<file path="config.mk">
export PLATFORM = sky130hd
export DESIGN_NAME = alu_arbiter_flat
export DESIGN_NICKNAME = d
export VERILOG_FILES = /design/src/rtl/alu_pkg.sv /design/src/rtl/alu_arbiter_if.sv /design/src/rtl/rr_arbiter2.sv /design/src/rtl/alu_arbiter.sv /design/src/flat_wrapper.sv
export SDC_FILE = /design/constraint.sdc
export NUM_CORES = 1
export LEC_CHECK = 0
export CAP_MARGIN = 5
export CORE_MARGIN = 4
export CORE_UTILIZATION = 40
export DETAILED_ROUTE_END_ITERATION = 8
export GPL_ROUTABILITY_DRIVEN = 0
export GPL_TIMING_DRIVEN = 0
export PLACE_DENSITY_LB_ADDON = 0.08
export SETUP_SLACK_MARGIN = 0.3
export SYNTH_ARGS = -nofsm -noshare
export SYNTH_HDL_FRONTEND = slang
export SYNTH_SLANG_ARGS = --single-unit
</file>
<file path="constraint.sdc">
create_clock -name clk -period 1.75 [get_ports clk]
set_clock_uncertainty 0.05 [all_clocks]
set_input_delay 0.35 -clock clk [delete_from_list [all_inputs] [get_ports clk]]
set_output_delay 0.35 -clock clk [all_outputs]
set_load 0.05 [all_outputs]
</file>
<file path="src/rtl/alu_pkg.sv">
// Shared definitions for the ALU arbiter block.
// Contents:
//   alu_op_t  - ALUOp codes understood by the shared ALU
//   state_t   - arbiter FSM state encoding
//   op_issues - true when an op must actually be sent to the ALU
package alu_pkg;

  typedef enum logic [4:0] {
    OP_NOP   = 5'h00,
    OP_LUI   = 5'h01,
    OP_AUIPC = 5'h02,
    OP_ADD   = 5'h03,
    OP_SUB   = 5'h04
  } alu_op_t;

  typedef enum logic [1:0] {
    ST_IDLE = 2'd0,
    ST_EXEC = 2'd1,
    ST_RESP = 2'd2
  } state_t;

  // Highest op code the ALU accepts; anything above is answered locally
  // as an error and never reaches the ALU.
  localparam logic [4:0] OP_MAX_LEGAL = OP_SUB;

  // nop is legal but needs no ALU work, so it is not issued either.
  function automatic logic op_issues(input logic [4:0] op);
    return (op != OP_NOP) && (op <= OP_MAX_LEGAL);
  endfunction

endpackage

</file>
<file path="src/rtl/alu_arbiter_if.sv">
// Requester-side bus of the ALU arbiter: two request channels sharing one
// response channel.
// Signals:
//   req_valid/req_ready [1:0]  per-requester request handshake
//   req0_op/a/b, req1_op/a/b   op code and signed operands per requester
//   rsp_valid/rsp_ready [1:0]  per-requester response handshake
//   rsp_data, rsp_zero, rsp_err result, result==0 flag, illegal-op flag
// Modports: master = requester side, slave = arbiter side.
interface alu_arbiter_if;

  logic [1:0]  req_valid;
  logic [1:0]  req_ready;
  logic [4:0]  req0_op;
  logic [31:0] req0_a;
  logic [31:0] req0_b;
  logic [4:0]  req1_op;
  logic [31:0] req1_a;
  logic [31:0] req1_b;
  logic [1:0]  rsp_valid;
  logic [1:0]  rsp_ready;
  logic [31:0] rsp_data;
  logic        rsp_zero;
  logic        rsp_err;

  modport master (
    output req_valid, req0_op, req0_a, req0_b, req1_op, req1_a, req1_b, rsp_ready,
    input  req_ready, rsp_valid, rsp_data, rsp_zero, rsp_err
  );

  modport slave (
    input  req_valid, req0_op, req0_a, req0_b, req1_op, req1_a, req1_b, rsp_ready,
    output req_ready, rsp_valid, rsp_data, rsp_zero, rsp_err
  );

endinterface

</file>
<file path="src/rtl/rr_arbiter2.sv">
// Two-way round-robin arbiter (purely combinational).
// Ports:
//   req   [1:0] in   request bits
//   last        in   index of the requester served most recently
//   grant [1:0] out  one-hot grant, 0 when nothing requests
module rr_arbiter2 (
  input  logic [1:0] req,
  input  logic       last,
  output logic [1:0] grant
);

  always_comb begin
    grant = 2'b00;
    case (req)
      2'b01:   grant = 2'b01;
      2'b10:   grant = 2'b10;
      // Under contention the requester that was not served last wins.
      2'b11:   grant = last ? 2'b01 : 2'b10;
      default: grant = 2'b00;
    endcase
  end

endmodule

</file>
<file path="src/rtl/alu_arbiter.sv">
// Arbitrates two requesters onto one shared ALU, one operation at a time.
// Flow: IDLE accepts one request (round-robin) and latches it, EXEC drives
// the ALU for one cycle and captures its result, RESP holds the result
// until the granted requester takes it.
// Ports:
//   clk, rstn        clock, synchronous active-low reset
//   bus              requester bus (alu_arbiter_if.slave)
//   alu_a/b, alu_op  operands / op code to the shared ALU
//   alu_c, alu_zero  ALU result and zero flag (bit 0 used)
//   ops_done         count of completed response handshakes (wraps)
module alu_arbiter
  import alu_pkg::*;
#(
  parameter int CNT_W = 16
) (
  input  logic             clk,
  input  logic             rstn,
  alu_arbiter_if.slave     bus,
  output logic [31:0]      alu_a,
  output logic [31:0]      alu_b,
  output logic [4:0]       alu_op,
  input  logic [31:0]      alu_c,
  input  logic [7:0]       alu_zero,
  output logic [CNT_W-1:0] ops_done
);

  state_t           state_reg, state_next;
  logic [1:0]       grant;
  logic [1:0]       grant_reg;
  logic             last_reg;
  logic [4:0]       op_reg;
  logic [31:0]      a_reg, b_reg;
  logic [31:0]      data_reg;
  logic             zero_reg, err_reg;
  logic [CNT_W-1:0] cnt_reg;

  logic             load, capture, done, issue;
  logic [4:0]       sel_op;
  logic [31:0]      sel_a, sel_b;
  logic [1:0]       ready_bits, valid_bits;
  logic             unused_alu_zero;

  assign unused_alu_zero = ^alu_zero[7:1];

  rr_arbiter2 u_rr (
    .req   (bus.req_valid),
    .last  (last_reg),
    .grant (grant)
  );

  // Operands of the requester currently winning arbitration.
  assign sel_op = grant[1] ? bus.req1_op : bus.req0_op;
  assign sel_a  = grant[1] ? bus.req1_a  : bus.req0_a;
  assign sel_b  = grant[1] ? bus.req1_b  : bus.req0_b;

  always_ff @(posedge clk) begin
    if (!rstn) begin
      state_reg <= ST_IDLE;
      grant_reg <= 2'b00;
      last_reg  <= 1'b1;  // "requester 1 served last" gives requester 0 priority
      op_reg    <= OP_NOP;
      a_reg     <= '0;
      b_reg     <= '0;
      data_reg  <= '0;
      zero_reg  <= 1'b0;
      err_reg   <= 1'b0;
      cnt_reg   <= '0;
    end else begin
      state_reg <= state_next;
      if (load) begin
        grant_reg <= grant;
        op_reg    <= sel_op;
        a_reg     <= sel_a;
        b_reg     <= sel_b;
      end
      if (capture) begin
        if (op_reg == OP_NOP) begin
          data_reg <= '0;
          zero_reg <= 1'b1;
          err_reg  <= 1'b0;
        end else if (op_issues(op_reg)) begin
          data_reg <= alu_c;
          zero_reg <= alu_zero[0];
          err_reg  <= 1'b0;
        end else begin
          data_reg <= '0;
          zero_reg <= 1'b1;
          err_reg  <= 1'b1;
        end
      end
      if (done) begin
        cnt_reg  <= cnt_reg + 1'b1;
        last_reg <= grant_reg[1];
      end
    end
  end

  always_comb begin
    state_next = state_reg;
    load       = 1'b0;
    capture    = 1'b0;
    done       = 1'b0;
    case (state_reg)
      ST_IDLE: begin
        if (|bus.req_valid) begin
          load       = 1'b1;
          state_next = ST_EXEC;
        end
      end
      ST_EXEC: begin
        capture    = 1'b1;
        state_next = ST_RESP;
      end
      ST_RESP: begin
        // Only the granted requester's rsp_ready can close the transaction.
        if (|(bus.rsp_ready & grant_reg)) begin
          done       = 1'b1;
          state_next = ST_IDLE;
        end
      end
      default: state_next = ST_IDLE;
    endcase
  end

  // The ALU sees the operands only during EXEC, and only for ops it handles.
  assign issue  = (state_reg == ST_EXEC) && op_issues(op_reg);
  assign alu_a  = issue ? a_reg  : '0;
  assign alu_b  = issue ? b_reg  : '0;
  assign alu_op = issue ? op_reg : OP_NOP;

  generate
    for (genvar gi = 0; gi < 2; gi++) begin : g_hs
      assign ready_bits[gi] = (state_reg == ST_IDLE) && grant[gi];
      assign valid_bits[gi] = (state_reg == ST_RESP) && grant_reg[gi];
    end
  endgenerate

  assign bus.req_ready = ready_bits;
  assign bus.rsp_valid = valid_bits;
  assign bus.rsp_data  = (state_reg == ST_RESP) ? data_reg : '0;
  assign bus.rsp_zero  = (state_reg == ST_RESP) && zero_reg;
  assign bus.rsp_err   = (state_reg == ST_RESP) && err_reg;
  assign ops_done      = cnt_reg;

endmodule

</file>
<file path="src/flat_wrapper.sv">
// flat-port wrapper written by rule: the top's interface ports become plain ports
module alu_arbiter_flat import alu_pkg::*;
#(
  parameter int CNT_W = 16
)
  (clk, rstn, alu_a, alu_b, alu_op, alu_c, alu_zero, ops_done, bus_req_valid, bus_req0_op, bus_req0_a, bus_req0_b, bus_req1_op, bus_req1_a, bus_req1_b, bus_rsp_ready, bus_req_ready, bus_rsp_valid, bus_rsp_data, bus_rsp_zero, bus_rsp_err);
  alu_arbiter_if bus_i ();
  input  logic clk;
  input  logic rstn;
  output logic [31:0] alu_a;
  output logic [31:0] alu_b;
  output logic [4:0] alu_op;
  input  logic [31:0] alu_c;
  input  logic [7:0] alu_zero;
  output logic [CNT_W-1:0] ops_done;
  input wire logic [$bits(bus_i.req_valid)-1:0] bus_req_valid;
  input wire logic [$bits(bus_i.req0_op)-1:0] bus_req0_op;
  input wire logic [$bits(bus_i.req0_a)-1:0] bus_req0_a;
  input wire logic [$bits(bus_i.req0_b)-1:0] bus_req0_b;
  input wire logic [$bits(bus_i.req1_op)-1:0] bus_req1_op;
  input wire logic [$bits(bus_i.req1_a)-1:0] bus_req1_a;
  input wire logic [$bits(bus_i.req1_b)-1:0] bus_req1_b;
  input wire logic [$bits(bus_i.rsp_ready)-1:0] bus_rsp_ready;
  output wire logic [$bits(bus_i.req_ready)-1:0] bus_req_ready;
  output wire logic [$bits(bus_i.rsp_valid)-1:0] bus_rsp_valid;
  output wire logic [$bits(bus_i.rsp_data)-1:0] bus_rsp_data;
  output wire logic [$bits(bus_i.rsp_zero)-1:0] bus_rsp_zero;
  output wire logic [$bits(bus_i.rsp_err)-1:0] bus_rsp_err;
  assign bus_i.req_valid = bus_req_valid;
  assign bus_i.req0_op = bus_req0_op;
  assign bus_i.req0_a = bus_req0_a;
  assign bus_i.req0_b = bus_req0_b;
  assign bus_i.req1_op = bus_req1_op;
  assign bus_i.req1_a = bus_req1_a;
  assign bus_i.req1_b = bus_req1_b;
  assign bus_i.rsp_ready = bus_rsp_ready;
  assign bus_req_ready = bus_i.req_ready;
  assign bus_rsp_valid = bus_i.rsp_valid;
  assign bus_rsp_data = bus_i.rsp_data;
  assign bus_rsp_zero = bus_i.rsp_zero;
  assign bus_rsp_err = bus_i.rsp_err;
  alu_arbiter #(.CNT_W(CNT_W)) u_core (.clk(clk), .rstn(rstn), .bus(bus_i), .alu_a(alu_a), .alu_b(alu_b), .alu_op(alu_op), .alu_c(alu_c), .alu_zero(alu_zero), .ops_done(ops_done));
endmodule
</file>
==> impl_summary.txt, run 1 <==
----------------------------------------------------
[Run status]
  Outcome ... complete, but fails checks
  Failing checks ... negative setup slack

[Synth]
  Share of synthesized area occupied by flip-flops and latches ... between 40% and 50%
  Synth Instances ... 650
  Most frequently used cell type in the post-synthesis netlist ... dfxtp_1
  Cell types occupying the most area after synthesis ... dfxtp_1, mux2i_1, and2_1
  Post-synthesis async set-or-reset flop share ... 0%
  Most used flip-flop cell after synthesis ... dfxtp_1
  Area share of the leading cell type in the synthesized netlist ... 42.82%
  Leading post-synthesis cells by instance count ... dfxtp_1, nor2_1, and2_1
  Post-synth top area cell ... dfxtp_1
  Syn Std Cell Area ... 5797 um^2
  Post-synth EDFFs ... 0
  Avg Cell Area, Syn ... between 8 and 9 um^2
  Total of flip-flops plus latches after synthesis ... roughly 120
  Count of cell types in the netlist ... 41
  Yosys warns ... 0

[Layout]
  Count of placed standard cells in the final layout, fillers left out ... 1201
  Layout Area Growth over Synthesis ... 94.02%
  Fraction of final layout cells sized beyond drive strength 1 ... 41.96%
  Number of nets in the layout ... 1192

[Power]
  Cell area power density ... 800.5 nW/um^2
  P_leak ... 4.605 nW
  Highest ir drop seen on vdd ... 738.4 uV

[Clocking]
  Clock transition at the register clock pins on the worst setup and hold paths after CTS ... 0.05 ns
  H-tree levels ... 4
  Maximum root-to-sink buffer count ... 2
  Cts bufs inserted ... 17
  Clk_lat worst skew ... 0.41 ns
  Root buffer cell ... clkbuf_16
  Sinks on Clock Net ... 124
  CTS tree ... yes

[Critical path]
  Capturing element of the worst setup path ... alu_a[16]
  Endpoint of the most critical register-to-register path ... u_core.ops_done[12]
  Cell repeated most along the worst path ... buf_6
  R2R Setup Slk ... 0 ns
  Endpoint required time on the critical path ... 1.35 ns
  Worst-path fanout max ... 10
  Worst setup EP type ... primary output
  Classification of the worst setup path ... register to primary output
  Beginning of the critical path ... u_core.state_reg[1]
  Arrival time of data at the critical path endpoint ... 1.85 ns
  Reg-to-reg startpoint ... u_core.state_reg[1]
  Worst r2r path cells ... 6
  Delay of the slowest cell on the worst path ... 0.34 ns
  Slowest library cell on the worst path ... dfxtp_4
  Critical-path cell list ... and2b_2, and4b_1, buf_6, clkbuf_8, and2_4, buf_6
  Startpoint type of the worst setup path ... register

[GRT]
  Global routing usage summed across all routing layers ... around a quarter
  Vias in the first global route ... around 6.5k
  Leftover overflow at the end of global routing ... 0
  Maximum number of pins on one net before global-route repair ... 17
  First-pass GRT wire length ... 33760 um
  Number of antenna violations at the first check in global routing ... 1

[STA]
  Setup repair after global routing missed its margin ... yes
  Final worst-path setup slack ... -0.5014 ns
  Hold Violations, Final ... 0
  Fraction of the cycle the final worst path needs ... 128.6%
  Relative max-transition margin ... 62.52%
  Max-slew violation total from the final report ... 0
  Finish-stage setup viols ... 107
  Transition at the pin with the smallest max-transition slack ... 0.5622 ns
  Hold Worst Slack ... 0.4302 ns
  FMAX ... roughly 440 MHz
  Minimum period implied by the final worst setup slack ... ~2.3 ns

[Routing]
  Antenna viol nets, final ... 0
  Total wire length after detailed routing ... 22420 um
  DR iter-0 viols ... between 300 and 400
  Number of detailed-routing iterations run before antenna repair ... 4
  Post-detailed-route wirelength per cell ... 18.67 um
  Total via count after detailed routing ... around 6.3k
  Total DRC errors in the routed layout ... 0
  Vias per inst ... 5.218

[Die]
  DIE AREA ... 16480 um^2
  Initial Utilization ... 41.28%
  Y dimension of the die ... about 130 um
  Placement row count ... 43
  Std-Cell Core Area ... 14040 um^2
  Overall die width ... 128.4 um
  Ports ... 307

[Place]
  Cell total after placement ... 1128
  Post-placement worst setup slack ... -1.108 ns
  Count of input and output buffers ... 297
  DP Wirelength ... 15500 um

[Run]
  Max-cap violation count ... 0

[Min path]
  Class of the tightest hold or removal check ... input port to register

----------------------------------------------------
[cells in the final DEF, fill, tap and decap left out, types with 9 or more instances in the layout]
cell | netlist | layout
clkbuf_16 | 0 | 21
dfxtp_4 | 0 | 16
dfxtp_1 | 124 | 106
buf_4 | 3 | 38
clkdlybuf4s50_1 | 0 | 174
clkbuf_8 | 0 | 14
mux2i_1 | 71 | 67
clkbuf_2 | 0 | 10
a211oi_1 | 69 | 52
a21oi_1 | 12 | 9
buf_8 | 0 | 58
clkbuf_1 | 35 | 10
and2_2 | 1 | 17
a211oi_2 | 0 | 17
a22oi_2 | 0 | 22
and2_4 | 0 | 88
buf_6 | 1 | 74
a22oi_1 | 33 | 11
nor2_1 | 113 | 112
[kinds of logic (layout without fill, tap and decap cells)]
kind of cell | after synthesis | count (layout) | synth area share [%]
AND/OR/NAND/NOR | 254 | 254 | 22.81
multiplexers | 71 | 71 | 12.26
buffers and inverters | 63 | 432 | 4.813
AO/OA/AOI/OAI | 129 | 129 | 15.95
XOR/XNOR | 7 | 7 | 1.058
other | 1 | 3 | 0.06469
flip-flops | 124 | 124 | 42.82
adder cells (fa/ha/maj) | 1 | 1 | 0.2158
[area by class of cell]
type,count,area [um^2]
antenna,1,2.502
tap,180,225.2
sequential,124,2545
buffer,58,659.4
clock inverter,11,125.1
timing repair buffer,337,3637
clock buffer,21,440.4
inverter,5,22.52
fill,880,2795
multi-input combinational,464,3590
[where the power goes]
group / internal (mW) / switching (mW) / leakage, nW / total [mW]
Clock: 2.20 / 1.20 / 0.279 / 3.40
Sequential: 3.07 / 0.158 / 1.03 / 3.23
Combinational: 1.25 / 1.12 / 3.29 / 2.38
[per-layer routing]
layer	global-route usage (%)	routed length, um	vias up
met5	0	0	-
met4	11.99	670	0
met3	7.430	1535	47
met2	46.58	11920	244
met1	28.77	8297	2975
li1	-	-	3001
[worst max-delay path, delay by kind of cell, from the launching register on]
family,cells,cell delay [ns]
buf+inv,3,0.49
flops,1,0.34
simple gates,3,0.62
[through the flow]
stage | TNS [ns] | total power [mW] | utilization (%) | area (um^2)
global route | -49.25 | 9.356 | 80.09 | 11250
finish | -41.63 | 9.003 | 80.09 | 11250
CTS | -45.45 | 8.910 | 77.38 | 10870
global placement | -119.57 | 5.002 | 67.17 | 9432
floorplan | 0 | 4.289 | - | 6233
detailed placement | -121.62 | 5.063 | 67.17 | 9432
[worst min path at each step]
stage / from / endpoint / slack (ns) / cells past startpoint
floorplan: rstn / u_core.last_reg / 0.36 / 1
global placement: u_core.ops_done[15] / u_core.ops_done[15] / 0.41 / 2
detailed placement: u_core.ops_done[15] / u_core.ops_done[15] / 0.44 / 2
CTS: alu_zero[0] / u_core.zero_reg / 0.42 / 3
global route: alu_zero[0] / u_core.zero_reg / 0.43 / 3
finish: alu_zero[0] / u_core.zero_reg / 0.43 / 3
[what timing repair did]
item / CTS / global route
setup buffers: 23 / 6
hold buffers: 0 / 0
gates resized for setup: 977 / 89
setup endpoints to repair: 243 / 232
pin swaps: 38 / 9
cloned: 9 / 2
Power figures use the tool's default switching activity.
==> run 2: changes to the inputs <==
--- a/config.mk
+++ b/config.mk
@@ -8,6 +8,7 @@
 export CAP_MARGIN = 5
 export CORE_MARGIN = 4
 export CORE_UTILIZATION = 40
+export CTS_CLUSTER_DIAMETER = 150
 export DETAILED_ROUTE_END_ITERATION = 8
 export GPL_ROUTABILITY_DRIVEN = 0
 export GPL_TIMING_DRIVEN = 0
@@ -15,4 +16,5 @@
 export SETUP_SLACK_MARGIN = 0.3
 export SYNTH_ARGS = -nofsm -noshare
 export SYNTH_HDL_FRONTEND = slang
+export SYNTH_HIERARCHICAL = 1
 export SYNTH_SLANG_ARGS = --single-unit
==> run 2 against run 1 <==
Compared with the run above: the run still ends with negative setup slack left; fmax down 0.81%; clock power down 3%; first-iteration DRC count up 23%; critical path type unchanged; critical endpoint is now bus_rsp_data[29]; largest cell class unchanged.
==> impl_summary.txt, run 2 <==
----------------------------------------------------
[Layout]
  Number of nets in the layout ... 1220
  Fill cells ... 660
  Most common library cell in the layout ignoring fill and taps ... clkdlybuf4s50_1
  Fraction of final layout cells sized beyond drive strength 1 ... 45.80%
  Highest-count cells in the layout ignoring fill and taps ... clkdlybuf4s50_1, nor2_1, dfxtp_1
  Layout Area Growth over Synthesis ... 109.3%
  Post-route core utilization ... 86.51%

[Critical path]
  R2R Setup Slk ... -0.26 ns
  Crit path depth ... 8
  Capturing element of the worst setup path ... bus_rsp_data[29]
  Worst setup EP type ... primary output
  Worst-path fanout max ... 7
  Critical-path cell list ... buf_8, buf_4, nor2b_4, buf_6, clkbuf_16, clkbuf_16, and2_4, buf_8
  Slowest library cell on the worst path ... dfxtp_2
  Endpoint required time on the critical path ... between 1 and 1.5 ns
  Classification of the worst setup path ... register to primary output
  WP buf/inv ... 6
  Worst r2r path cells ... 7
  Startpoint type of the worst setup path ... register
  Reg-to-reg startpoint ... u_core/state_reg[0]
  Arrival time of data at the critical path endpoint ... 1.87 ns
  Beginning of the critical path ... u_core/state_reg[0]
  Kind of cell adding the most delay to the critical path ... buffers and inverters
  Endpoint of the most critical register-to-register path ... u_core/ops_done[11]
  Delay of the slowest cell on the worst path ... 0.33 ns

[Run]
  Max-cap violation count ... 0

[Routing]
  Post-detailed-route wirelength per cell ... 20.55 um
  Antenna viol nets, final ... 0
  Total DRC errors in the routed layout ... 0
  Total via count after detailed routing ... between 6k and 7k
  Amount of wire on met3 after detailed routing ... 1801 um
  Highest metal used ... met4
  WL met1 ... just over 9000 um
  Vias per inst ... 5.333
  DR iter-0 viols ... 392
  Total wire length after detailed routing ... 25250 um
  Wire length on met2 ... ~14000 um
  Number of detailed-routing iterations run before antenna repair ... 5

[GRT]
  Global routing usage summed across all routing layers ... 28.08%
  Leftover overflow at the end of global routing ... 0
  Number of antenna violations at the first check in global routing ... 1
  First-pass GRT wire length ... 36230 um
  Vias in the first global route ... 6856
  Maximum number of pins on one net before global-route repair ... 17

[Die]
  Y dimension of the die ... 128.5 um
  DIE AREA ... 16500 um^2
  Ports ... 307
  Std-Cell Core Area ... 14040 um^2
  Overall die width ... 128.5 um
  Placement row count ... 43
  Initial Utilization ... 41.33%

[STA]
  Finish-stage setup viols ... 142
  Setup repair after global routing missed its margin ... yes
  Fraction of the cycle the final worst path needs ... 129.7%
  Minimum period implied by the final worst setup slack ... between 2 and 2.5 ns
  Relative max-transition margin ... 55.19%
  Hold Worst Slack ... around 0.42 ns
  Hold Violations, Final ... 0
  Max-slew violation total from the final report ... 0
  FMAX ... 440.6 MHz
  Transition at the pin with the smallest max-transition slack ... between 0.6 and 0.7 ns
  Final worst-path setup slack ... -0.5198 ns
  Sum of negative setup slack ... -50.66 ns

[Power]
  Sequential cell fraction of total power ... 34.5%
  Total internal power ... roughly 6.7 mW
  NetSw ... 2.719 mW
  P_leak ... 4.972 nW
  Highest ir drop seen on vdd ... 824.8 uV
  Overall power of the completed layout ... 9.424 mW
  Cell area power density ... a little under 800 nW/um^2
  Part of the total power dissipated in the clock network ... 34.9%
  Sw Ratio ... 28.85%
  Combinational group share of total power ... 30.6%

[Synth]
  Count of cell types in the netlist ... 43
  Leading post-synthesis cells by instance count ... dfxtp_1, nor2_1, and2_1
  Most used flip-flop cell after synthesis ... dfxtp_1
  Post-synthesis share of cell area spent on xor and xnor gates ... under 10%
  Cell types occupying the most area after synthesis ... dfxtp_1, mux2i_1, and2_1
  Post-Synth Simple-Gate Area ... 23.11%
  Post-synth top area cell ... dfxtp_1
  Total of flip-flops plus latches after synthesis ... 124
  Avg Cell Area, Syn ... 8.902 um^2
  Share of synthesized area occupied by flip-flops and latches ... ~43%
  Yosys warns ... 6
  Synth Instances ... 652
  Combinational family with the most area after synthesis ... simple AND/OR/NAND/NOR gates
  Post-Synth Adder-Cell Area ... 0.2156%
  Compound-Gate Fraction of Synth Area ... around 15%
  Syn Std Cell Area ... 5804 um^2
  Most frequently used cell type in the post-synthesis netlist ... dfxtp_1
  Post-synthesis async set-or-reset flop share ... 0%
  Multiplexer area fraction after synthesis ... 12.76%
  Post-synth EDFFs ... 0
  Area share of the leading cell type in the synthesized netlist ... 42.77%

[Clocking]
  Cts bufs inserted ... 17
  Clock transition at the register clock pins on the worst setup and hold paths after CTS ... 0.05 ns
  Clk_lat worst skew ... just over 0.4 ns
  H-tree levels ... 4
  CTS tree ... yes
  Maximum root-to-sink buffer count ... 2
  Sinks on Clock Net ... 124
  Root buffer cell ... clkbuf_16

[Place]
  Count of input and output buffers ... between 200 and 300
  Post-placement worst setup slack ... -1.376 ns
  DP Wirelength ... ~16000 um

[Run status]
  Outcome ... complete, but fails checks
  Failing checks ... negative setup slack

[Min path]
  Class of the tightest hold or removal check ... input port to register

----------------------------------------------------
run 2: changes by cell type after synthesis, sizes merged, moves of 3 or more:
cell,previous run,this run
xnor2,1,6
clkbuf,35,43
buf,23,15
nor3,1,4
or4,5,2
mux2i,71,74
xor2,6,2
o31ai,5,1
a21oi,12,8
nor2,113,116
run 2: metrics by stage:
stage / area (um^2) / instances
after CTS: 11530 / 1214
final: 12150 / 1229
after floorplan: 6286 / 653
after global routing: 12150 / 1229
after global placement: 9484 / 1130
after detailed placement: 9484 / 1130
run 2: metal layers:
layer  vias up  GRT usage (%)
met5         -              0
met4         0          10.36
met3        51          7.472
met2       285          52.59
met1      3161          30.03
li1       3057              -
run 2: kinds of logic (layout without fill, tap and decap cells):
group,after synthesis,after routing
other cells,1,3
fa+ha+maj,1,1
flops,124,124
mux,74,74
buf+inv,62,457
compound gates,123,123
xor+xnor,8,8
simple gates,259,259
run 2: worst min path at each step:
stage / depth (start not counted) / slack, ns / startpoint / endpoint
after floorplan: 1 / 0.36 / rstn / u_core/last_reg
after global placement: 2 / 0.42 / u_core/ops_done[15] / u_core/ops_done[15]
after detailed placement: 2 / 0.43 / u_core/ops_done[15] / u_core/ops_done[15]
after CTS: 3 / 0.42 / bus_req_valid[0] / u_core/state_reg[0]
after global routing: 3 / 0.43 / bus_req_valid[0] / u_core/state_reg[0]
final: 3 / 0.42 / bus_req_valid[0] / u_core/state_reg[0]
run 2: final cells by class:
type / instances / area (um^2) / share of cell area (%)
Antenna cell: 1 / 2.502 / 0.02060
Buffer: 58 / 779.5 / 6.417
Clock buffer: 21 / 440.4 / 3.625
Clock inverter: 11 / 101.3 / 0.8343
Inverter: 4 / 15.01 / 0.1236
Multi-Input combinational cell: 467 / 3859 / 31.76
Sequential cell: 124 / 2527 / 20.81
Tap cell: 180 / 225.2 / 1.854
Timing Repair Buffer: 363 / 4198 / 34.56
run 2: power groups by stage:
stage / Combinational, mW / Clock [mW] / Sequential, mW
after floorplan: 1.09 / 0 / 3.23
after global placement: 1.79 / 0 / 3.25
after detailed placement: 1.84 / 0 / 3.27
after CTS: 2.52 / 3.30 / 3.22
after global routing: 3.01 / 3.44 / 3.27
final: 2.88 / 3.29 / 3.25
run 2: worst min-delay path: stages:
cell           delay (ns)
dlygate4sd2_1        0.24
nor2_1               0.11
nor4_2               0.12
run 2: what timing repair did:
item | in CTS | in global routing
setup buffers | 35 | 11
setup endpoints to repair | 242 | 235
hold buffers | 0 | 0
resized for setup | 1060 | 134
pin swaps | 59 | 22
gates cloned | 17 | 3
==> run 3: changes to the inputs <==
--- a/config.mk
+++ b/config.mk
@@ -14,6 +14,7 @@
 export GPL_TIMING_DRIVEN = 0
 export PLACE_DENSITY_LB_ADDON = 0.08
 export SETUP_SLACK_MARGIN = 0.3
+export SLEW_MARGIN = 20
 export SYNTH_ARGS = -nofsm -noshare
 export SYNTH_HDL_FRONTEND = slang
 export SYNTH_HIERARCHICAL = 1
==> results of run 3 <==
Same layout as run 2: the final DEF is identical, and so are final timing and power.
